File: src/rtl/uart_rx_os16.sv
// 8N1-style UART receiver sampling a 16x oversampling tick; bits are taken at
// their centres after a two-flop synchroniser on the serial line.
module uart_rx_os16 #(
  parameter int DATA_BITS  = 8,
  parameter int STOP_TICKS = 16
) (
  input  logic                 i_clk,
  input  logic                 i_reset,
  input  logic                 i_tick,
  input  logic                 i_rx,
  output logic [DATA_BITS-1:0] o_data,
  output logic                 o_rx_done,
  output logic                 o_frame_err
);
  localparam int NW = $clog2(DATA_BITS);
  localparam logic [NW-1:0] N_LAST    = NW'(DATA_BITS - 1);
  localparam logic [3:0]    STOP_LAST = 4'(STOP_TICKS - 1);

  typedef enum logic [1:0] {IDLE, START, DATA, STOP} state_t;

  state_t                 state;
  logic [3:0]             s;
  logic [NW-1:0]          n;
  logic [DATA_BITS-1:0]   shift;
  logic [1:0]             sync_q;
  logic                   rx_s;

  assign rx_s = sync_q[1];

  // Synchroniser resets to the idle level so release never looks like a start bit.
  always_ff @(posedge i_clk or negedge i_reset) begin
    if (!i_reset) sync_q <= 2'b11;
    else          sync_q <= {sync_q[0], i_rx};
  end

  always_ff @(posedge i_clk or negedge i_reset) begin
    if (!i_reset) begin
      state       <= IDLE;
      s           <= '0;
      n           <= '0;
      shift       <= '0;
      o_data      <= '0;
      o_rx_done   <= 1'b0;
      o_frame_err <= 1'b0;
    end else begin
      o_rx_done <= 1'b0;
      case (state)
        // Level-sensitive: a held-low line restarts a frame straight away.
        IDLE: if (!rx_s) begin
          state <= START;
          s     <= '0;
        end
        START: if (i_tick) begin
          if (s == 4'd7) begin
            if (!rx_s) begin
              state <= DATA;
              s     <= '0;
              n     <= '0;
            end else begin
              state <= IDLE;
            end
          end else begin
            s <= s + 4'd1;
          end
        end
        DATA: if (i_tick) begin
          if (s == 4'd15) begin
            s     <= '0;
            shift <= {rx_s, shift[DATA_BITS-1:1]};
            if (n == N_LAST) state <= STOP;
            else             n     <= n + 1'b1;
          end else begin
            s <= s + 4'd1;
          end
        end
        STOP: if (i_tick) begin
          if (s == STOP_LAST) begin
            o_data      <= shift;
            o_rx_done   <= 1'b1;
            o_frame_err <= ~rx_s;
            state       <= IDLE;
          end else begin
            s <= s + 4'd1;
          end
        end
        default: state <= IDLE;
      endcase
    end
  end
endmodule

File: config.mk
export PLATFORM = sky130hd
export DESIGN_NAME = uart_rx_os16
export DESIGN_NICKNAME = d
export VERILOG_FILES = /design/src/rtl/uart_rx_os16.sv
export SDC_FILE = /design/constraint.sdc
export NUM_CORES = 1
export LEC_CHECK = 0
export BUFFER_PORTS_ARGS = -buffer_cell sky130_fd_sc_hd__buf_2
export CORE_MARGIN = 2
export CORE_UTILIZATION = 51
export CTS_CLUSTER_DIAMETER = 60
export DETAILED_ROUTE_END_ITERATION = 8
export PLACE_DENSITY_LB_ADDON = 0.1
export SLEW_MARGIN = 20
export SYNTH_ARGS = -nofsm -noshare
export SYNTH_HDL_FRONTEND = slang
export SYNTH_SLANG_ARGS = --single-unit
File: constraint.sdc
create_clock -name i_clk -period 1.7 [get_ports i_clk]
set_input_delay 0.085 -clock i_clk [delete_from_list [all_inputs] [get_ports i_clk]]
set_output_delay 0.085 -clock i_clk [all_outputs]
set_load 0.1 [all_outputs]
==> key figures <==
Status
  • Outcome: finished clean

Clock tree
  • Clk Latency, worst-skew pair: 0.31 ns
  • Clock transition at path regs: 0.09 ns
  • CTS sink cnt: 29
  • Longest Clk Path Bufs: 2
  • Root Buffer: clkbuf_4
  • CTS tree: built
  • H-tree depth: 2
  • Total CTS buffers: 5

GRT
  • Global Route met3 Usage: 5.74%
  • Vias in the first global route: approximately 800
  • Congestion Overflow GR: 0
  • Total track usage: 17.5%
  • Initial antenna violation count: 0
  • Largest net degree at the start of global routing: 30
  • Layer with the highest usage: met2
  • Met1 GRT Util: 22.9%
  • Grt met2 use: 26.9%
  • Global-route wire length before repair: 3.61 mm

Setup path
  • Crit-path max FO: 8
  • Crit-path slowest cell: dfrtp_1
  • CP startpoint kind: register
  • Crit path DAT: 1.85 ns
  • Max stage delay on crit path: between 0.3 and 0.4 ns
  • Crit-path cells: ha_2, and3_4, nand2_4, nor3b_4, buf_6, mux2_2
  • Crit end category: register
  • WP data required: 1.90 ns
  • Reg2reg path depth: 6
  • CP Class: reg2reg

Timing
  • Achievable Freq: 0.607 GHz
  • Max-slew headroom: 57.9%
  • Final hold vios: 0
  • Period utilisation layout: 96.9%
  • Count of final max-slew check failures: 0
  • Sum Neg Setup Slack: 0 ns
  • Worst clock skew: ~0.012 ns
  • Fin crit period: approximately 1.6 ns
  • Final-report setup violation count: 0
  • Fin Hold WS: 0.149 ns
  • Least-Margin Pin Slew: between 0.6 and 0.7 ns

Power
  • Power per cell area: 1230 mW/mm²
  • Leak: 0.000784 µW
  • VDD IR-drop max: 810 µV
  • Power, Total: 1930 µW

Finish
  • FF/Latch Area: 728 µm²
  • Nets: roughly 130
  • Diode count: 0
  • Fill cells: 201
  • Layout cells sized above 1: 47.7%
  • Synthesis-to-finish area growth: 20.7%
  • Area of the multi-input gates: approximately 580 µm²
  • Final Util: 63.9%
  • Design Area, Final: 0.00157 mm²

Logic synthesis
  • Most used DFF post-synth: dfrtp_1
  • Net Count, Synth: 104
  • Top cells by area, synth: dfrtp_1, mux2_2, dfstp_2
  • Post-synth EDFFs: 0
  • Register area share after synthesis: a little under three fifths
  • Synth area leader: dfrtp_1
  • Async SR Flop Fraction: 100%
  • Warning count from the yosys run: 0
  • Yosys reg bits: 29
  • Top-count cell post-synth: dfrtp_1
  • Cells after Synth: 97
  • Synth cell types: 30
  • Synth Cell Area: 0.00130 mm²
  • Commonest cells in the netlist: dfrtp_1, mux2_2, nor2_1
  • Mapped Avg Cell Area: ~13 µm²
  • Area share of the largest cell type after synthesis: about 52%

Placed design
  • I/O Buffers: 13
  • HPWL Detailed: 1.55 mm
  • Global placement routability congestion: 0.715
  • DP Area: roughly 0.0015 mm²

Die
  • Row Count: 18
  • IO Pins: 14
  • Starting Density: 52.9%
  • Die area: just under 0.003 mm²
  • Die height: 54.5 µm
  • Die W: 54.5 µm
  • CORE AREA: 0.00245 mm²

Worst hold path
  • Hold Path Class: in2reg
  • Hold Path Depth: 3

Detailed routing
  • Drt via density: 5.44
  • 1st-iter DRT viols: 1
  • Number of iterations in the first detailed-routing pass: 4
  • Post-Route WL: 2.17 mm
  • Routed len/inst: roughly 14 µm
  • Post-route DRC: 0
  • Via count: 860
  • Post-DRT Antenna Nets: 0

Run
  • Max-Cap Viols: 0
cells in the final DEF (no fill, tap or decap), types with 2 or more instances in the layout:
cell type	synthesis	final
clkinv_2	0	2
dfrtp_1	27	27
buf_2	2	13
nand2_1	2	2
buf_4	0	9
nor2_1	5	5
inv_1	3	3
nand3_1	4	4
o21ai_1	1	2
dfstp_2	2	2
mux2i_1	2	2
ha_2	0	2
o22a_1	2	2
dlygate4sd3_1	0	2
mux2_2	18	17
a21oi_1	3	3
a21o_1	3	3
a22o_1	3	3
clkbuf_4	0	5
cells by family after synthesis:
kind of cell / Yosys count / share of synthesized area [%]
AOI/OAI and AO/OA: 18 / 10.3
muxes: 20 / 17.1
adders and majority gates: 3 / 2.89
and+or+nand+nor: 21 / 11.3
DFF: 29 / 56.1
xor gates and xnor gates: 1 / 0.674
buffers and inverters: 5 / 1.64
per-stage QoR:
step,cells,setup WS (ns)
after detailed placement,146,0.0169
final,158,0.0522
after CTS,156,0.00833
after global routing,158,-0.00663
after global placement,146,0.0579
after floorplan,97,0.0194
layout make-up:
| type | instances | area share [%] |
|---|---|---|
| repair buffers | 25 | 10.5 |
| clock buffers | 6 | 2.63 |
| flip-flops and latches | 29 | 46.4 |
| clock inverters | 2 | 0.638 |
| well taps | 30 | 2.39 |
| multi-input cells | 63 | 36.7 |
| inverters | 3 | 0.718 |
state kept, by name, summed over array words and instances, names as in the netlist, named ones only:
name and count:
state 1, o_frame_err 1, o_rx_done 1, o_data 8
shift 8, n 3, s 4, sync_q 2
what timing repair did:
action                                  4_1_cts  5_1_grt
setup buffers                                 0        2
endpoints found under the setup margin        0       12
resized for setup                             0        7
hold buffers                                  2        0
endpoints found under the hold margin        28        0
routing by layer:
metal / up-vias / share of wire, %
li1: 417 / -
met1: 427 / 46
met2: 14 / 50
met3: 2 / 3.0
met4: 0 / 0.51
met5: - / 0
critical path: cells and delay by family (launching register included):
kind	cells	cell delay (ns)
simple gates	3	0.48
flops	1	0.36
mux	1	0.34
fa+ha+maj	1	0.20
buf+inv	1	0.16
where the power goes:
| part | internal [µW] | switching [µW] |
|---|---|---|
| sequential | 773 | 118 |
| combinational | 313 | 348 |
| clock | 157 | 222 |
final timing paths:
path | startpoint | to | slack [ns]
hold reg to reg | sync_q[0] | sync_q[1] | 0.36
setup reg to reg | s[1] | shift[6] | 0.05
max in group asynchronous | i_reset | s[0] | 0.96
hold / removal | i_tick | o_rx_done | 0.15
min in group asynchronous | i_reset | n[2] | 0.32
setup / recovery | s[1] | shift[6] | 0.05
No activity file was read; power rests on OpenSTA's default activity.
